--- src/rtl/bus_req_agent.sv ---
// Requester endpoint for the global data bus: queues client packets,
// requests the bus, and issues the head packet the cycle after a grant.
// Ports: clk, rst_n, in_packet/_vld/_rdy (client side), bus_req,
// bus_grant, out_bus_packet (controller side), fifo_cnt, sent_cnt,
// starve, err_grant_empty, err_push_full (status).
package bus_pkg;
  typedef struct packed {
    logic [3:0]  core_addr;
    logic [1:0]  cmd;
    logic [15:0] data;
  } BUS_PACKET;
endpackage

module bus_req_agent
  import bus_pkg::*;
#(
  parameter int FIFO_DEPTH = 4,
  parameter int WAIT_W     = 8
) (
  input  logic                          clk,
  input  logic                          rst_n,
  input  BUS_PACKET                     in_packet,
  input  logic                          in_packet_vld,
  output logic                          in_packet_rdy,
  output logic                          bus_req,
  input  logic                          bus_grant,
  output BUS_PACKET                     out_bus_packet,
  output logic [$clog2(FIFO_DEPTH):0]   fifo_cnt,
  output logic [15:0]                   sent_cnt,
  output logic                          starve,
  output logic                          err_grant_empty,
  output logic                          err_push_full
);
  localparam int PW = $clog2(FIFO_DEPTH);
  localparam int CW = PW + 1;
  localparam logic [WAIT_W-1:0] WMAX = '1;

  BUS_PACKET         mem_q [FIFO_DEPTH];
  logic [PW-1:0]     wr_ptr_q, wr_ptr_d;
  logic [PW-1:0]     rd_ptr_q, rd_ptr_d;
  logic [CW-1:0]     cnt_q, cnt_d;
  BUS_PACKET         out_q, out_d;
  logic [15:0]       sent_q, sent_d;
  logic [WAIT_W-1:0] wait_q, wait_d;
  logic              egrant_q, egrant_d;
  logic              epush_q, epush_d;
  logic              issued_q, issued_d;
  logic              push, issue;

  assign in_packet_rdy   = (cnt_q < CW'(FIFO_DEPTH));
  assign bus_req         = (cnt_q != '0);
  assign out_bus_packet  = out_q;
  assign fifo_cnt        = cnt_q;
  assign sent_cnt        = sent_q;
  assign starve          = (wait_q == WMAX);
  assign err_grant_empty = egrant_q;
  assign err_push_full   = epush_q;

  always_comb begin
    push     = in_packet_vld && in_packet_rdy;
    issue    = bus_grant && bus_req;
    wr_ptr_d = wr_ptr_q;
    rd_ptr_d = rd_ptr_q;
    cnt_d    = cnt_q;
    out_d    = out_q;
    sent_d   = sent_q;
    wait_d   = wait_q;
    issued_d = issue;
    epush_d  = epush_q | (in_packet_vld && !in_packet_rdy);
    // A grant right after the last issue is the arbiter's pipeline lag.
    egrant_d = egrant_q | (bus_grant && !bus_req && !issued_q);
    if (push) wr_ptr_d = wr_ptr_q + PW'(1);
    if (issue) begin
      rd_ptr_d = rd_ptr_q + PW'(1);
      out_d    = mem_q[rd_ptr_q];
      sent_d   = sent_q + 16'd1;
    end
    if (push && !issue) cnt_d = cnt_q + CW'(1);
    else if (!push && issue) cnt_d = cnt_q - CW'(1);
    if (bus_grant || !bus_req) wait_d = '0;
    else if (wait_q != WMAX) wait_d = wait_q + WAIT_W'(1);
  end

  always_ff @(posedge clk) begin
    if (push) mem_q[wr_ptr_q] <= in_packet;
  end

  always_ff @(posedge clk or negedge rst_n) begin
    if (!rst_n) begin
      wr_ptr_q <= '0;
      rd_ptr_q <= '0;
      cnt_q    <= '0;
      out_q    <= '0;
      sent_q   <= '0;
      wait_q   <= '0;
      egrant_q <= 1'b0;
      epush_q  <= 1'b0;
      issued_q <= 1'b0;
    end else begin
      wr_ptr_q <= wr_ptr_d;
      rd_ptr_q <= rd_ptr_d;
      cnt_q    <= cnt_d;
      out_q    <= out_d;
      sent_q   <= sent_d;
      wait_q   <= wait_d;
      egrant_q <= egrant_d;
      epush_q  <= epush_d;
      issued_q <= issued_d;
    end
  end
endmodule

--- config.mk ---
export PLATFORM = sky130hd
export DESIGN_NAME = bus_req_agent
export DESIGN_NICKNAME = d
export VERILOG_FILES = /design/src/rtl/bus_req_agent.sv
export SDC_FILE = /design/constraint.sdc
export NUM_CORES = 1
export LEC_CHECK = 0
export ABC_AREA = 1
export CAP_MARGIN = 20
export CELL_PAD_IN_SITES_DETAIL_PLACEMENT = 1
export CELL_PAD_IN_SITES_GLOBAL_PLACEMENT = 2
export CORE_MARGIN = 3
export CORE_UTILIZATION = 28
export CTS_CLUSTER_DIAMETER = 60
export CTS_CLUSTER_SIZE = 28
export DETAILED_ROUTE_END_ITERATION = 10
export PLACE_DENSITY = 0.61
export SETUP_SLACK_MARGIN = 0.15
export SLEW_MARGIN = 20
export SYNTH_ARGS = -nofsm -noshare
export SYNTH_HDL_FRONTEND = slang
export SYNTH_SLANG_ARGS = --single-unit
--- constraint.sdc ---
create_clock -name clk -period 2.79 [get_ports clk]
set_clock_uncertainty 0.15 [all_clocks]
set_input_delay 0.837 -clock clk [delete_from_list [all_inputs] [get_ports clk]]
set_output_delay 0.837 -clock clk [all_outputs]
set_load 0.02 [all_outputs]
Word-level counts from Yosys, hierarchy flattened
Memories as Yosys holds them, arrays and structs flattened. A register that Yosys moved wholly into a read port is not among the register bits.
Cells that the tools add are included.
{"block": "classes", "add_sub_neg": 6, "n_lt_le_gt_ge": 1, "eq_ne": 2, "mux": 6, "bitwise": 2, "reduce_logical": 17}
{"op": "$add 16x1->16 const B", "count": 1}
{"op": "$mux 8", "count": 2}
{"op": "$add 8x1->8 const B", "count": 1}
{"op": "$eq 8x8->1 const B", "count": 1}
{"op": "$ne 8x8->1 const B", "count": 1}
{"op": "$logic_and 1x1->1", "count": 7}
{"op": "$logic_not 1->1", "count": 6}
{"op": "$mux 3", "count": 2}
{"op": "$add 2x1->2 const B", "count": 2}
{"op": "$reduce_bool 2->1", "count": 2}
{"op": "$add 3x1->3 const B", "count": 1}
{"op": "$lt 3x3->1 const B", "count": 1}
{"op": "$reduce_bool 3->1", "count": 1}
{"op": "$sub 3x1->3 const B", "count": 1}
{"op": "$mux 1", "count": 2}
{"op": "$or 1x1->1", "count": 2}
{"op": "$logic_or 1x1->1", "count": 1}
{"block": "totals", "regBits": 34, "ramBits": 88, "inputBits": 26, "out_inout_bits": 46, "elab_cells": 43, "n_memories": 1}
{"memory": "mem_q", "words": 4, "word_bits": 22, "rd": 1, "rd_clocked_by_memory_dff": 1, "wr": 1, "line_no": "38", "text": "BUS_PACKET mem_q [FIFO_DEPTH];"}

Longest topological paths before layout
Gate-level depths: netlist of the first run.
{"block": "depth", "ltp_word": 6, "ltp_mapped": 11, "mapped_depth_nobuf": 9}

Worst setup path after synthesis of the first run
No wires, ideal clock.
{"block": "synth_timing", "path_kind": "in2reg", "start": "in in_packet_vld", "end": "mem mem_q[0][0] (netlist name), enable pin", "setup_time_ns": 0.401, "t_arrival_ns": 2.169, "t_required_ns": 2.239, "slack_ns": 0.070, "stages": 4, "n_path_buf": 0, "path_cell_list": "inv_1 > nor2_1 > inv_1 > nor2_1"}
{"block": "synth_via", "elab_chain_len": 3}
{"item": "start: declaration", "line_no": "23", "text": "input logic in_packet_vld,"}
{"item": "$logic_and 1x1->1", "line_no": "60", "text": "push = in_packet_vld && in_packet_rdy;"}
{"item": "via push", "line_no": "48", "text": "logic push, issue;"}
{"item": "$mux 1", "line_no": "85", "text": "if (push) mem_q[wr_ptr_q] <= in_packet;"}
{"item": "$mux 1 (implied by the code)", "line_no": "85"}
{"item": "end: declaration", "line_no": "38"}
The timed path passes the listed nets, and every way through them passes these cells.

Worst setup path after layout of the first run
{"block": "layout_timing", "start": "reg cnt_q[2] (netlist: fifo_cnt[2])", "end": "out in_packet_rdy"}
{"block": "layout_via", "elab_chain_len": 1}
{"item": "start: declaration", "line_no": "41", "text": "logic [CW-1:0] cnt_q, cnt_d;"}
{"item": "start signal: assignment", "line_no": "102", "text": "cnt_q <= cnt_d;"}
{"item": "$lt 3x3->1", "line_no": "50", "text": "assign in_packet_rdy = (cnt_q < CW'(FIFO_DEPTH));"}
{"item": "end: declaration", "line_no": "24", "text": "output logic in_packet_rdy,"}
Every way passes these cells.

==> impl_metrics.tcl, run 1 <==
set metrics [dict create \
    grt_max_degree 46 \
    cp-end-kind "primary output" \
    grt_pass1_vias 4339 \
    synth_edf_count 88 \
    hold_viol 0 \
    antenna_found_initial 0 \
    final_cell_area_um2 7642 \
    cp_slowest_stage_delay_ns 0.63 \
    cts_buffers 17 \
    vias_per_cell 4.512 \
    synth_top_cell_by_area "edfxtp_1" \
    synth_area_leaders "edfxtp_1 45%, dfrtp_1 24%, nand2_1 7.7%, o21ai_0 4.1%, nor2_1 3.6%" \
    cts.clk_slew.worst_paths_ns 0.06 \
    synth-main-ff-cell "edfxtp_1" \
    slew_violations 0 \
    synth_cell_types 31 \
    reg2reg_from "fifo_cnt[1]" \
    crit_buf_inv 2 \
    initial_core_util 0.2895 \
    crit_family "buffers and inverters" \
    vias 4016 \
    cp_max_fo 4 \
    status "finished clean" \
    gp_congestion 0.7346 \
    synth_compound_area_frac 0.07107 \
    timing.final.ws_setup_ns 0.2317 \
    drtIter0Drc 188 \
    grt-busiest-layer "met2" \
    rsz0062_at_grt "false" \
    routed_wl_um 14310 \
    cts_max_level 4 \
    root_buffer "clkbuf_16" \
    powerDensity_nw_per_um2 1034 \
    ys_seq_area_frac 0.6816 \
    final_nets 641 \
    io_pins 72 \
    min_period_ns 2.558 \
    muxShareOfSynthArea 0.001898 \
    yosysWarnings 0 \
    placedCellCount 856 \
    fmax_ghz 0.3909 \
    synth_nets 553 \
    tightest_slew_ns 0.5336 \
    worstSetupStartpoint "fifo_cnt[2]" \
    antennaDiodeCount 0 \
    final_cells 890 \
    yosys-top-cells-count "121 x nand2_1, 88 x edfxtp_1, 57 x nor2_1" \
    die_y_um 151.6 \
    cts_sinks 144 \
    drtAntennaViolNets 0 \
    num_rows 52 \
    crit_required_ns 1.80 \
    drive_gt1_frac 0.1226 \
    nFillCells 2260 \
    dpl_cell_area_um2 7024 \
    routedWlPerCell_um 16.08 \
    drv_cap 0 \
    r2r_end "fifo_cnt[2]" \
    dp_hpwl_um 9462 \
    cts_max_path_buffers 2 \
    firstDrtPassIters 4 \
    syn_avg_cell_area_um2 11.43 \
    synth_top_family_by_area "simple AND/OR/NAND/NOR gates" \
    r2r_cells 9 \
    grt.overflow.total 0 \
    fin_crit_sh 0.9169 \
    min_path_type "primary input to async pin" \
    grtUsageMet2 0.2200 \
    yosysTopAreaCellShare 0.4454 \
    tns_ns 0 \
    path_cells "inv_2 > clkdlybuf4s50_1" \
    rrSetupSlack_ns 0.81 \
    synth_area_um2 5933 \
    async_reset_ff_frac 0.3889 \
    path_class "flip-flop to primary output" \
    grt.met1_usage 0.1726 \
    hold_slack_ns 0.09309 \
    dp_slack_ns -0.01445 \
    synth-seq-cells 144 \
    portBuffers 71 \
    drc 0 \
    met3_usage 0.03064 \
    grtUsageTotal 0.1332 \
    cp.arrival_ns 1.57 \
    synthXorXnorAreaFrac 0.01771 \
    die_w_um 151.6 \
    p_total_mw 7.902 \
    post-route-util 0.3729 \
    report.final.setup_viol 0 \
    syn2layout_area_growth_pct 28.81 \
    clk_latency_ns 0.41 \
    yosys.area_share.simple 0.1630 \
    synth_most_common_cell "nand2_1" \
    core-area_um2 20490 \
    slew_headroom 0.6442 \
    cts_tree "built" \
    critPathLaunchType "flip-flop" \
    leakage_nw 3.068 \
    dieArea_um2 22970 \
    synth_fa_ha_area_frac 0.01814 \
    synthCells 519 \
    grt_pass1_wl_um 23310 \
    ir_drop_mv 0.4508 \
    critPathSlowestCell "clkdlybuf4s50_1" \
]
==> cell families after synthesis <==
kind of cell	after synthesis
AND/OR/NAND/NOR	221
flip-flops	144
AO/OA/AOI/OAI	77
buffers and inverters	56
XOR/XNOR	12
adder cells (fa/ha/maj)	8
multiplexers	1
==> final cells by class <==
type                    instances  area (um2)  area share
clock buffers                  20       436.7     0.05714
clock inverters                12       161.4     0.02112
inverters                      37       138.9     0.01817
multi-input cells             319        1630      0.2133
flip-flops and latches        144        4045      0.5293
well taps                     270       337.8     0.04420
repair buffers                 88       892.1      0.1167
==> worst reg2reg max path, cell delays in order (launching register included) <==
cell	delay, ns
dfrtp_1	0.43
nor2_2	0.16
nand2_4	0.08
nand2_4	0.06
ha_1	0.13
inv_1	0.06
fa_1	0.38
a21oi_1	0.15
o21ai_0	0.11
xor2_1	0.15
==> worst max-delay path by stage <==
stage                         end  cells past startpoint
global route        in_packet_rdy                      2
CTS                        starve                      6
finish              in_packet_rdy                      2
floorplan             mem_q[0][0]                      4
detailed placement    fifo_cnt[2]                      9
global placement      fifo_cnt[2]                      9
==> report_power, final <==
| group | internal [mW] | switching (mW) | total [mW] |
|---|---|---|---|
| registers | 2.74 | 0.307 | 3.05 |
| logic | 1.01 | 1.54 | 2.55 |
| clock network | 1.41 | 0.888 | 2.30 |
==> sequential cells by signal, indices dropped and copies added (netlist names) <==
signal,flops
wait_q,8
out_bus_packet,22
err_grant_empty,1
issued_q,1
fifo_cnt,3
sent_cnt,16
err_push_full,1
rd_ptr_q,2
mem_q,88
wr_ptr_q,2
==> routing by layer <==
layer / part of all wire / routed length, um
met1: 0.46 / 6629
met2: 0.49 / 7007
met3: 0.033 / 466
met4: 0.014 / 204
met5: 0 / 0
==> layout by cell type, fill, tap and decap left out, drive strengths merged <==
cell type	n
inv	39
xnor2	5
buf	19
nand4	8
o22ai	22
nor2	65
dlygate4sd2	1
xor2	7
dfrtp	56
mux2	1
o21bai	2
nand3b	1
nor3	4
nand2	128
fa	1
a21oi	3
clkdlybuf4s50	68
o21ai	50
ha	7
edfxtp	88
clkinv	4
clkbuf	20
bufinv	3
nand3	15
clkinvlp	3
==> what timing repair did <==
action | CTS | global route
setup buffers | 0 | 2
hold buffers | 0 | 0
setup endpoints to repair | 2 | 1
pin swaps | 0 | 1
resized for setup | 6 | 4
endpoints found under the hold margin | 0 | 0
Note: power is estimated with default switching activity, not from simulation.
==> run 2, diff against run 1 <==
CAP_MARGIN = 25   (was 20)
RECOVER_POWER = 100   (was unset)
SLEW_MARGIN = 10   (was 20)
==> run 2 against run 1 <==
  * Global-route usage unchanged
  * Largest cell class unchanged
  * Sequential cell count is the same
  * Count of clock-buffer cells in the layout did not move
  * First-iteration DRC count is 12% higher
==> impl_metrics.tcl, run 2 (same netlist as run 1, synthesis figures left out) <==
set metrics [dict create \
    routed_wl_um 14280 \
    ir_drop_mv 0.4454 \
    antenna_found_initial 0 \
    grtUsageTotal 0.1332 \
    portBuffers 71 \
    critPathLaunchType "flip-flop" \
    timing.final.ws_setup_ns 0.1676 \
    firstDrtPassIters 4 \
    cts_tree "built" \
    tns_ns 0 \
    cts_sinks 144 \
    cts_max_level 4 \
    vias 4034 \
    drc 0 \
    routedWlPerCell_um 16.04 \
    tightest_slew_ns 1.110 \
    min_path_type "primary input to async pin" \
    grt_pass1_wl_um 23310 \
    r2r_cells 8 \
    die_y_um 151.6 \
    io_pins 72 \
    post-route-util 0.3688 \
    drive_gt1_frac 0.1065 \
    cts.clk_slew.worst_paths_ns 0.06 \
    report.final.setup_viol 0 \
    initial_core_util 0.2895 \
    hold_viol 0 \
    final_nets 641 \
    core-area_um2 20490 \
    final_cells 890 \
    num_rows 52 \
    cts_buffers 17 \
    min_period_ns 2.622 \
    dpl_cell_area_um2 7024 \
    wl_met3_um 491 \
    dp_slack_ns -0.01445 \
    mostFrequentLayoutCell "nand2_1" \
    routed-wl-met2_um 6966 \
    drv_cap 0 \
    grt_max_degree 46 \
    syn2layout_area_growth_pct 27.39 \
    dieArea_um2 22970 \
    leakage_nw 3.102 \
    drtAntennaViolNets 0 \
    cp.arrival_ns 1.64 \
    dp_hpwl_um 9462 \
    hold_slack_ns 0.1601 \
    rsz0062_at_grt "false" \
    root_buffer "clkbuf_16" \
    path_class "flip-flop to primary output" \
    slew_violations 0 \
    top_layer "met4" \
    wl_met1_um 6637 \
    vias_per_cell 4.533 \
    die_w_um 151.6 \
    ctsHoldBuffers 0 \
    grt_pass1_vias 4339 \
    reg2reg_from "fifo_cnt[1]" \
    slew_headroom 0.2601 \
    fin_crit_sh 0.9399 \
    placedCellCount 856 \
    nFillCells 2267 \
    cp_max_fo 4 \
    crit_required_ns 1.80 \
    worstSetupStartpoint "fifo_cnt[2]" \
    clk_latency_ns 0.41 \
    top_register "mem_q" \
    p_total_mw 7.731 \
    cp-end-kind "primary output" \
    grt.overflow.total 0 \
    final_cell_area_um2 7559 \
    layout_common_cells "122 x nand2_1, 88 x edfxtp_1, 68 x dlygate4sd3_1, 57 x nor2_1, 55 x dfrtp_1" \
    antennaDiodeCount 0 \
    powerDensity_nw_per_um2 1023 \
    cts_max_path_buffers 2 \
    status "finished clean" \
    fmax_ghz 0.3813 \
    gp_congestion 0.7346 \
    drtIter0Drc 210 \
    largest_reg_flops 88 \
]
==> run 2: cell types whose count changed in the layout (fill, tap and decap cells not counted), sizes merged <==
cell,delta
buf,-9
dlygate4sd3,+68
clkbuf,+9
clkdlybuf4s50,-68
==> run 2: metal layers <==
layer / global-route usage / up-vias
li1: - / 1928
met1: 0.1726 / 2027
met2: 0.2200 / 67
met3: 0.03064 / 12
met4: 0.04672 / 0
met5: 0 / -
==> run 2: power by group <==
group	switching, mW	leakage (nW)	internal, mW	total [mW]
clock	0.886	0.281	1.41	2.30
sequential	0.293	1.50	2.74	3.04
combinational	1.52	1.32	0.870	2.39
total	2.70	3.10	5.03	7.73
==> run 2: worst paths after layout <==
kind,end,slack (ns)
max,in_packet_rdy,0.17
min,wait_q[5],0.16
max reg2reg,out_bus_packet[20],0.60
min reg2reg,err_grant_empty,0.28
max in group asynchronous,fifo_cnt[0],0.91
min in group clk,err_grant_empty,0.28
==> run 2: timing repair <==
action,in CTS,in global routing
resized for setup,6,4
endpoints found under the setup margin,2,1
pin swaps,0,1
buffers inserted,0,2
==> run 2: area by class of cell <==
cell class / instances / area, um2 / area share
sequential: 144 / 4045 / 0.5352
inverter: 37 / 138.9 / 0.01837
multi-input combinational: 319 / 1613 / 0.2134
tap: 270 / 337.8 / 0.04469
timing repair buffer: 88 / 825.8 / 0.1093
clock inverter: 12 / 161.4 / 0.02135
clock buffer: 20 / 436.7 / 0.05777
==> run 2: worst max-delay path, cell delays in order (launching register included) <==
cell	delay, ns
dfrtp_1	0.40
inv_2	0.11
dlygate4sd3_1	0.70
